[src/rtl/wb_arb_pkg.sv]
// Shared types and helpers for the round-robin Wishbone arbiter.
// The forced-error timeout is built only with WB_ARB_TIMEOUT_EN defined.
package wb_arb_pkg;

    localparam int MAXM = 32;

    typedef enum logic {
        IDLE,
        GRANT
    } arb_state_e;

    typedef struct packed {
        logic       found;
        logic [4:0] idx;
    } pick_t;

    // First set bit of req scanning upward from last+1, wrapping at n.
    function automatic pick_t rr_pick(
        input logic [MAXM-1:0] req,
        input logic [5:0]      n,
        input logic [4:0]      last
    );
        pick_t      p;
        logic [5:0] j;
        p = '0;
        for (int k = 1; k <= MAXM; k++) begin
            j = {1'b0, last} + 6'(k);
            if (j >= n) j = j - n;
            if (!p.found && (6'(k) <= n) && req[j[4:0]]) begin
                p.found = 1'b1;
                p.idx   = j[4:0];
            end
        end
        return p;
    endfunction

    function automatic int cnt_width(input int t);
        int w;
        w = $clog2(t + 1);
        if (w < 8)  w = 8;
        if (w > 32) w = 32;
        return w;
    endfunction

endpackage

[src/rtl/wb_arb_if.sv]
// Request/grant bundle between the Wishbone masters, the selected
// slave response and the round-robin arbiter.
interface wb_arb_if #(
    parameter int NUMM = 3
);
    localparam int IDX_W = $clog2(NUMM);

    logic [NUMM-1:0]  cyc_i;
    logic [NUMM-1:0]  stb_i;
    logic             ack_i;
    logic             err_i;
    logic [NUMM-1:0]  gnt_o;
    logic [IDX_W-1:0] gnt_idx_o;
    logic             gnt_valid_o;
    logic             timeout_o;

    modport master (
        output cyc_i, stb_i, ack_i, err_i,
        input  gnt_o, gnt_idx_o, gnt_valid_o, timeout_o
    );

    modport slave (
        input  cyc_i, stb_i, ack_i, err_i,
        output gnt_o, gnt_idx_o, gnt_valid_o, timeout_o
    );

endinterface

[src/rtl/wb_rr_picker.sv]
// Combinational masked priority encoder: first requester after last.
module wb_rr_picker
    import wb_arb_pkg::*;
#(
    parameter int NUMM  = 3,
    parameter int IDX_W = $clog2(NUMM)
) (
    input  logic [NUMM-1:0]  i_req,
    input  logic [IDX_W-1:0] i_last,
    output logic [IDX_W-1:0] o_idx,
    output logic             o_found
);

    logic [MAXM-1:0] w_req;
    pick_t           w_pk;

    assign w_req   = MAXM'(i_req);
    assign w_pk    = rr_pick(w_req, 6'(NUMM), 5'(i_last));
    assign o_idx   = IDX_W'(w_pk.idx);
    assign o_found = w_pk.found;

endmodule

[src/rtl/wb_arbiter_rr.sv]
// Round-robin Wishbone bus arbiter, grant held for a whole CYC frame.
// Optional hung-transfer timeout enabled by defining WB_ARB_TIMEOUT_EN.
module wb_arbiter_rr
    import wb_arb_pkg::*;
#(
    parameter int NUMM    = 3,
    parameter int TIMEOUT = 255
) (
    input  logic     clk,
    input  logic     rst_n,
    wb_arb_if.slave  bus
);

    localparam int IDX_W = $clog2(NUMM);

    arb_state_e       r_state;
    arb_state_e       w_state_nx;
    logic [NUMM-1:0]  r_gnt;
    logic [NUMM-1:0]  w_gnt_nx;
    logic [IDX_W-1:0] r_idx;
    logic [IDX_W-1:0] w_idx_nx;
    logic [IDX_W-1:0] r_last;
    logic [IDX_W-1:0] w_last_nx;
    logic             r_valid;
    logic             w_valid_nx;
    logic [IDX_W-1:0] w_pick;
    logic             w_found;

    wb_rr_picker #(
        .NUMM  (NUMM),
        .IDX_W (IDX_W)
    ) u_picker (
        .i_req   (bus.cyc_i),
        .i_last  (r_last),
        .o_idx   (w_pick),
        .o_found (w_found)
    );

    // The owner's own CYC is low when the picker is consulted in GRANT,
    // so a handover naturally favours the other requesters.
    always_comb begin
        w_state_nx = r_state;
        w_gnt_nx   = r_gnt;
        w_idx_nx   = r_idx;
        w_last_nx  = r_last;
        w_valid_nx = r_valid;
        unique case (r_state)
            IDLE: begin
                if (w_found) begin
                    w_state_nx = GRANT;
                    w_gnt_nx   = NUMM'(1) << w_pick;
                    w_idx_nx   = w_pick;
                    w_last_nx  = w_pick;
                    w_valid_nx = 1'b1;
                end
            end
            GRANT: begin
                if (!bus.cyc_i[r_idx]) begin
                    if (w_found) begin
                        w_gnt_nx   = NUMM'(1) << w_pick;
                        w_idx_nx   = w_pick;
                        w_last_nx  = w_pick;
                    end else begin
                        w_state_nx = IDLE;
                        w_gnt_nx   = '0;
                        w_idx_nx   = '0;
                        w_valid_nx = 1'b0;
                    end
                end
            end
        endcase
    end

    always_ff @(posedge clk) begin
        if (!rst_n) begin
            r_state <= IDLE;
            r_gnt   <= '0;
            r_idx   <= '0;
            r_last  <= IDX_W'(NUMM - 1);
            r_valid <= 1'b0;
        end else begin
            r_state <= w_state_nx;
            r_gnt   <= w_gnt_nx;
            r_idx   <= w_idx_nx;
            r_last  <= w_last_nx;
            r_valid <= w_valid_nx;
        end
    end

    assign bus.gnt_o       = r_gnt;
    assign bus.gnt_idx_o   = r_idx;
    assign bus.gnt_valid_o = r_valid;

`ifdef WB_ARB_TIMEOUT_EN
    localparam int CW = cnt_width(TIMEOUT);

    logic [CW-1:0] r_cnt;
    logic          w_busy;
    logic          w_term;
    logic          w_chg;

    assign w_chg  = (w_gnt_nx != r_gnt);
    assign w_busy = r_valid && bus.stb_i[r_idx]
                    && !bus.ack_i && !bus.err_i;
    assign w_term = (r_cnt == CW'(TIMEOUT));

    // Terminal count pulses only while still stalled; a same-cycle ACK wins.
    always_ff @(posedge clk) begin
        if (!rst_n || w_chg || !w_busy || w_term) begin
            r_cnt <= '0;
        end else begin
            r_cnt <= r_cnt + 1'b1;
        end
    end

    assign bus.timeout_o = w_busy && w_term;
`else
    logic w_unused;

    assign w_unused      = ^{bus.stb_i, bus.ack_i, bus.err_i};
    assign bus.timeout_o = 1'b0;
`endif

endmodule

[src/flat_wrapper.sv]
// flat-port wrapper written by rule: the top's interface ports become plain ports
module wb_arbiter_rr_flat import wb_arb_pkg::*;
#(
    parameter int NUMM    = 3,
    parameter int TIMEOUT = 255
)
  (clk, rst_n, bus_cyc_i, bus_stb_i, bus_ack_i, bus_err_i, bus_gnt_o, bus_gnt_idx_o, bus_gnt_valid_o, bus_timeout_o);
  wb_arb_if #(.NUMM(NUMM)) bus_i ();
  input  logic clk;
  input  logic rst_n;
  input wire logic [$bits(bus_i.cyc_i)-1:0] bus_cyc_i;
  input wire logic [$bits(bus_i.stb_i)-1:0] bus_stb_i;
  input wire logic [$bits(bus_i.ack_i)-1:0] bus_ack_i;
  input wire logic [$bits(bus_i.err_i)-1:0] bus_err_i;
  output wire logic [$bits(bus_i.gnt_o)-1:0] bus_gnt_o;
  output wire logic [$bits(bus_i.gnt_idx_o)-1:0] bus_gnt_idx_o;
  output wire logic [$bits(bus_i.gnt_valid_o)-1:0] bus_gnt_valid_o;
  output wire logic [$bits(bus_i.timeout_o)-1:0] bus_timeout_o;
  assign bus_i.cyc_i = bus_cyc_i;
  assign bus_i.stb_i = bus_stb_i;
  assign bus_i.ack_i = bus_ack_i;
  assign bus_i.err_i = bus_err_i;
  assign bus_gnt_o = bus_i.gnt_o;
  assign bus_gnt_idx_o = bus_i.gnt_idx_o;
  assign bus_gnt_valid_o = bus_i.gnt_valid_o;
  assign bus_timeout_o = bus_i.timeout_o;
  wb_arbiter_rr #(.NUMM(NUMM), .TIMEOUT(TIMEOUT)) u_core (.clk(clk), .rst_n(rst_n), .bus(bus_i));
endmodule
[config.mk]
export PLATFORM = sky130hd
export DESIGN_NAME = wb_arbiter_rr_flat
export DESIGN_NICKNAME = d
export VERILOG_FILES = /design/src/rtl/wb_arb_pkg.sv /design/src/rtl/wb_arb_if.sv /design/src/rtl/wb_rr_picker.sv /design/src/rtl/wb_arbiter_rr.sv /design/src/flat_wrapper.sv
export SDC_FILE = /design/constraint.sdc
export NUM_CORES = 1
export LEC_CHECK = 0
export CAP_MARGIN = 20
export CORE_MARGIN = 3
export CORE_UTILIZATION = 29
export DETAILED_ROUTE_END_ITERATION = 12
export RECOVER_POWER = 25
export SETUP_SLACK_MARGIN = 0.5
export SYNTH_ARGS = -nofsm -noshare
export SYNTH_HDL_FRONTEND = slang
export SYNTH_SLANG_ARGS = --single-unit
[constraint.sdc]
create_clock -name clk -period 4.49 [get_ports clk]
set_input_delay 0.449 -clock clk [delete_from_list [all_inputs] [get_ports clk]]
set_output_delay 0.449 -clock clk [all_outputs]
set_load 0.005 [all_outputs]
# == Word level (Yosys, flattened, before mapping) ==
# Cells that the tools add are included.
# word_totals
word_cells,61
in_bits,10
ff_bits,9
out_inout_bits,7
# op_classes
shift,1
bitwise,1
n_mux,32
n_addsub,6
n_reduce_logical,6
order_cmp,7
n_eq_ne,3
# op_table
operator,count
$lt 5x6->1 const B,3
$mux 6,3
$bmux 1 s5,3
$mux 5,3
$sub 3x2->4 const B,3
$mux 2,5
$mux 1,9
$mux 3,3
$pmux 2 s2,2
$add 2x2->3 const B,2
$ge 3x2->1 const B,2
$ge 6x2->1 const B,1
$ne 2x2->1 const B,3
$pmux 3 s2,1
$pmux 1 s2,2
$add 2x1->3 const B,1
$lt 2x3->1 const B,1
$reduce_and 3->1,1
$shl 1x2->3 const A,1
$bmux 1 s2,1
$logic_and 1x1->1,2
$logic_not 1->1,2
$reduce_and 2->1,1
$not 1->1,1

# == Longest topological paths before layout ==
# logic_depth
ltp_word,16
ltp_mapped,8
ltp_nobuf,7

# == Hierarchy ==
# Synthesis repeated with hierarchy kept, for this count alone.
# hier_totals
hier_cells,81
area_unflattened_um2,719.4
# by_module_without_submodules
module,cells_each,instances,area_per_inst_um2,seq_area_each_um2
wb_arbiter_rr,49,1,470.5,180.2
wb_rr_picker,32,1,249.0,0.0

# == Worst setup path after synthesis ==
# Ideal clock, no wire load.
# synth_path
path_type,reg2reg
startpoint,register u_core.r_last[0]
endpoint,"register u_core.r_gnt[0], in the netlist u_core.bus.gnt_o[0]"
path_stages_with_launch,9
required_time_ns,4.374
path_slack_ns,2.231
setup_ns,0.116
path_buffers,1
synth_period_minus_slack_ns,2.259
t_arrival_ns,2.142
cell_sequence,dfxtp_1 -> inv_1 -> ha_1 -> buf_4 -> mux2i_1 -> a221oi_4 -> mux2_4 -> a2bb2oi_2 -> a41o_1
# synth_via
elab_chain_cells,16
elab_cells_between_ends,32
cone_classes,add/sub (6); order compare (3); eq/ne (1); shift (1); mux (16); reduce/logical (5)
# synth_rtl
element,line,rtl
from (decl),wb_arbiter_rr.sv:22,logic [IDX_W-1:0] r_last;
from (signal assigned),wb_arbiter_rr.sv:79,r_last <= IDX_W'(NUMM - 1);
from (signal assigned),wb_arbiter_rr.sv:85,r_last <= w_last_nx;
$add 2x1->3,wb_arb_pkg.sv:27,"j = {1'b0, last} + 6'(k);"
$ge 6x2->1 or $sub 3x2->4 (tied branches),wb_arb_pkg.sv:28,if (j >= n) j = j - n;
$mux 5,wb_arb_pkg.sv:28,
$bmux 1 s5,wb_arb_pkg.sv:29,if (!p.found && (6'(k) <= n) && req[j[4:0]]) begin
$mux 1 (not written as such),wb_arb_pkg.sv:29,
$mux 6,wb_arb_pkg.sv:29,
$logic_not 1->1,wb_arb_pkg.sv:29,
$logic_and 1x1->1,wb_arb_pkg.sv:29,
$mux 6,wb_arb_pkg.sv:29,
$logic_not 1->1,wb_arb_pkg.sv:29,
$logic_and 1x1->1,wb_arb_pkg.sv:29,
$mux 6 *,wb_arb_pkg.sv:29,
$shl 1x2->3,"wb_arbiter_rr.sv:51, wb_arbiter_rr.sv:60",
$mux 3,wb_arbiter_rr.sv:59,if (w_found) begin
$mux 3,wb_arbiter_rr.sv:58,if (!bus.cyc_i[r_idx]) begin
$pmux 3 s2,wb_arbiter_rr.sv:47,unique case (r_state)
to (signal assigned),wb_arbiter_rr.sv:83,r_gnt <= w_gnt_nx;
to (decl),wb_arbiter_rr.sv:18,logic [NUMM-1:0] r_gnt;
# Mark *: on every way between the ends. The rest lies on a longest branch, timed or not. The select of a mux whose other input is x is not followed.
# A chain may end at the register's enable or synchronous reset.

# == Worst setup path in the final report ==
# Same ends and word-level chain as after synthesis.

==> flow_summary.json <==
{
  "status": "finished, final reports clean",
  "hpwl_um": 1010,
  "post-cts-setup-buffers": 0,
  "via_per_inst": 5.13,
  "path_class": "reg2reg",
  "die-area_sq_um": 2970,
  "multiInputGateArea_sq_um": 462,
  "grt_start_max_net_pins": 12,
  "cp-end-kind": "flop",
  "top_layer": "met4",
  "cts_made_buffers": 3,
  "drt-total-wl_um": 1370,
  "placed_area_sq_um": 798,
  "maxSlewViolCount": 0,
  "leakage_nw": 0.332,
  "clk_path_buf_depth": 2,
  "drive_gt1_frac": 0.120,
  "wl_per_cell_um": 12.4,
  "gp_congestion": 0.714,
  "vias": 564,
  "met3WireLength_um": 48,
  "whs_endpoint": "u_core.bus.gnt_o[1]$_SDFFE_PN0P_",
  "routed-wl-met2_um": 598,
  "netlist-cell-type-count": 33,
  "root_buffer": "clkbuf_4",
  "finClkSkew_ns": 0.00393,
  "fin_setup_tns_ns": 0,
  "ys.flop_type": "dfxtp_1",
  "utilization": 0.392,
  "synth_edf_count": 0,
  "design_area_sq_um": 825,
  "fin_crit_ns": 2.53,
  "maxCapViolations": 0,
  "io_buffers": 10,
  "power_mw": 0.724,
  "slowest_stage": "ha_1",
  "final_common_cell": "dfxtp_1",
  "period_share": 0.563,
  "ant_nets": 0,
  "die_y_um": 54.5,
  "critPathBufInv": 1,
  "worstReg2RegEnd": "u_core.bus.gnt_o[0]$_SDFFE_PN0P_",
  "start_kind": "flop",
  "syn_to_final_growth_pct": 20.7,
  "num_antenna_cells": 0,
  "core_sq_um": 2100,
  "num-nets-final": 100,
  "clock_latency_ns": 0.26,
  "setup_viol_count_final": 0,
  "syn_nets": 88,
  "yosysSeqAreaShare": 0.264,
  "async_reset_ff_frac": 0,
  "rows": 16,
  "hold_class": "reg2reg",
  "r2r_start": "u_core.r_last[0]$_SDFFE_PN0P_",
  "path_cells": "inv_1 -> ha_1 -> mux2i_1 -> a221oi_4 -> mux2_4 -> a2bb2oi_2 -> a41o_1",
  "drtIter0Drc": 7,
  "min_from": "u_core.bus.gnt_o[1]$_SDFFE_PN0P_",
  "whs_ns": 0.460,
  "cts_resized": 0,
  "grt_usage": 0.111,
  "grt_setup_unrepaired": "false",
  "dr.pass1.iters": 3,
  "syn_area_per_cell_sq_um": 9.49,
  "power.density_nw_per_um2": 878,
  "yosys_register_bits": 9,
  "cts_tree": "yes",
  "cts.clk_slew.worst_paths_ns": 0.06,
  "r2r_cells": 7,
  "gr-total-overflow": 0,
  "maxClockFrequency_ghz": 0.396,
  "fillCellCount": 227,
  "antenna_found_initial": 0,
  "critPathRequiredTime_ns": 4.65,
  "timing_hold_violations_final": 0,
  "syn_area_sq_um": 683,
  "final_cell_mix": "9 x dfxtp_1, 7 x nand2_1, 7 x clkdlybuf4s50_1",
  "cpLargestDelayFamily": "compound AO/OA/AOI/OAI gates",
  "start_util": 0.325,
  "yosysWarnings": 0,
  "die_x_um": 54.5,
  "ir_drop_uv": 379,
  "drc": 0,
  "cp.arrival_ns": 2.68,
  "ctsHoldBuffers": 0,
  "regArea_sq_um": 180,
  "ios": 17,
  "reg2reg_slack_ns": 1.96,
  "critical_path_peak_fanout": 10,
  "netlist_instances": 72,
  "htree_levels": 1,
  "max_stage_delay_ns": 0.52,
  "clock_sinks": 9,
  "min_path_cells": 2,
  "grt_pass1_wl_um": 2370,
  "grt_pass1_vias": 551,
  "met1_length_um": 698
}
## layer usage
layer  global-route usage  vias up
met5                    0        -
met4               0.0498        0
met3               0.0163        3
met2                0.167       12
met1                0.154      259
li1                     -      290
## per-stage QoR
| stage | cells | worst slack, ns |
|---|---|---|
| 6_report | 110 | 1.96 |
| 5_1_grt | 110 | 1.75 |
| 4_1_cts | 110 | 1.94 |
| 3_5_place_dp | 106 | 1.95 |
| 3_3_place_gp | 106 | 1.97 |
| 2_1_floorplan | 72 | 2.23 |
## logic make-up after synthesis
family	share of synthesized area
AO/OA/AOI/OAI	0.344
AND/OR/NAND/NOR	0.136
buffers and inverters	0.0604
flip-flops	0.264
adder cells (fa/ha/maj)	0.110
multiplexers	0.0806
other	0.00549
## layout make-up
cell class,count,area share
clock buffer,4,0.0319
inverter,6,0.0273
multi-input combinational,54,0.560
sequential,9,0.219
tap,27,0.0410
timing repair buffer,10,0.121
## sequential cells by signal, summed over array words and instances, names as in the netlist
| register | count |
|---|---|
| u_core.bus.gnt_o | 3 |
| u_core.bus.gnt_idx_o | 2 |
| u_core.r_last | 2 |
| u_core.bus.gnt_valid_o | 1 |
| u_core.r_state | 1 |
## power breakdown
part / total [mW] / switching, mW / internal, mW
sequential: 0.155 / 0.0372 / 0.118
combinational: 0.507 / 0.266 / 0.241
clock: 0.0617 / 0.0275 / 0.0342
## Yosys cell counts, drive strengths merged (2+ instances only)
master  number  area, sq um
a21boi       3         22.5
a221oi       3         67.6
buf          2         15.0
dfxtp        9          180
ha           6         75.1
inv          6         22.5
mux2i        4         40.0
nand2        7         26.3
nand2b       2         12.5
nor2         3         11.3
o21ai        3         15.0
o22ai        5         31.3
## worst register-to-register path: cells and delay by family, from the launching register on
family | cells | cell delay (ns)
compound gates | 3 | 0.77
fa+ha+maj | 1 | 0.52
buf+inv | 1 | 0.16
flops | 1 | 0.46
mux | 2 | 0.51
## worst max-delay path by stage
stage | from | end | slack (ns) | cells after the start
2_1_floorplan | u_core.r_last[0]$_SDFFE_PN0P_ | u_core.bus.gnt_o[0]$_SDFFE_PN0P_ | 2.23 | 8
3_3_place_gp | u_core.r_last[0]$_SDFFE_PN0P_ | u_core.bus.gnt_o[0]$_SDFFE_PN0P_ | 1.97 | 7
3_5_place_dp | u_core.r_last[0]$_SDFFE_PN0P_ | u_core.bus.gnt_o[0]$_SDFFE_PN0P_ | 1.95 | 7
4_1_cts | u_core.r_last[0]$_SDFFE_PN0P_ | u_core.bus.gnt_o[0]$_SDFFE_PN0P_ | 1.94 | 7
5_1_grt | u_core.r_last[0]$_SDFFE_PN0P_ | u_core.bus.gnt_o[1]$_SDFFE_PN0P_ | 1.75 | 7
6_report | u_core.r_last[0]$_SDFFE_PN0P_ | u_core.bus.gnt_o[0]$_SDFFE_PN0P_ | 1.96 | 7
(Power assumes the default switching activity.)
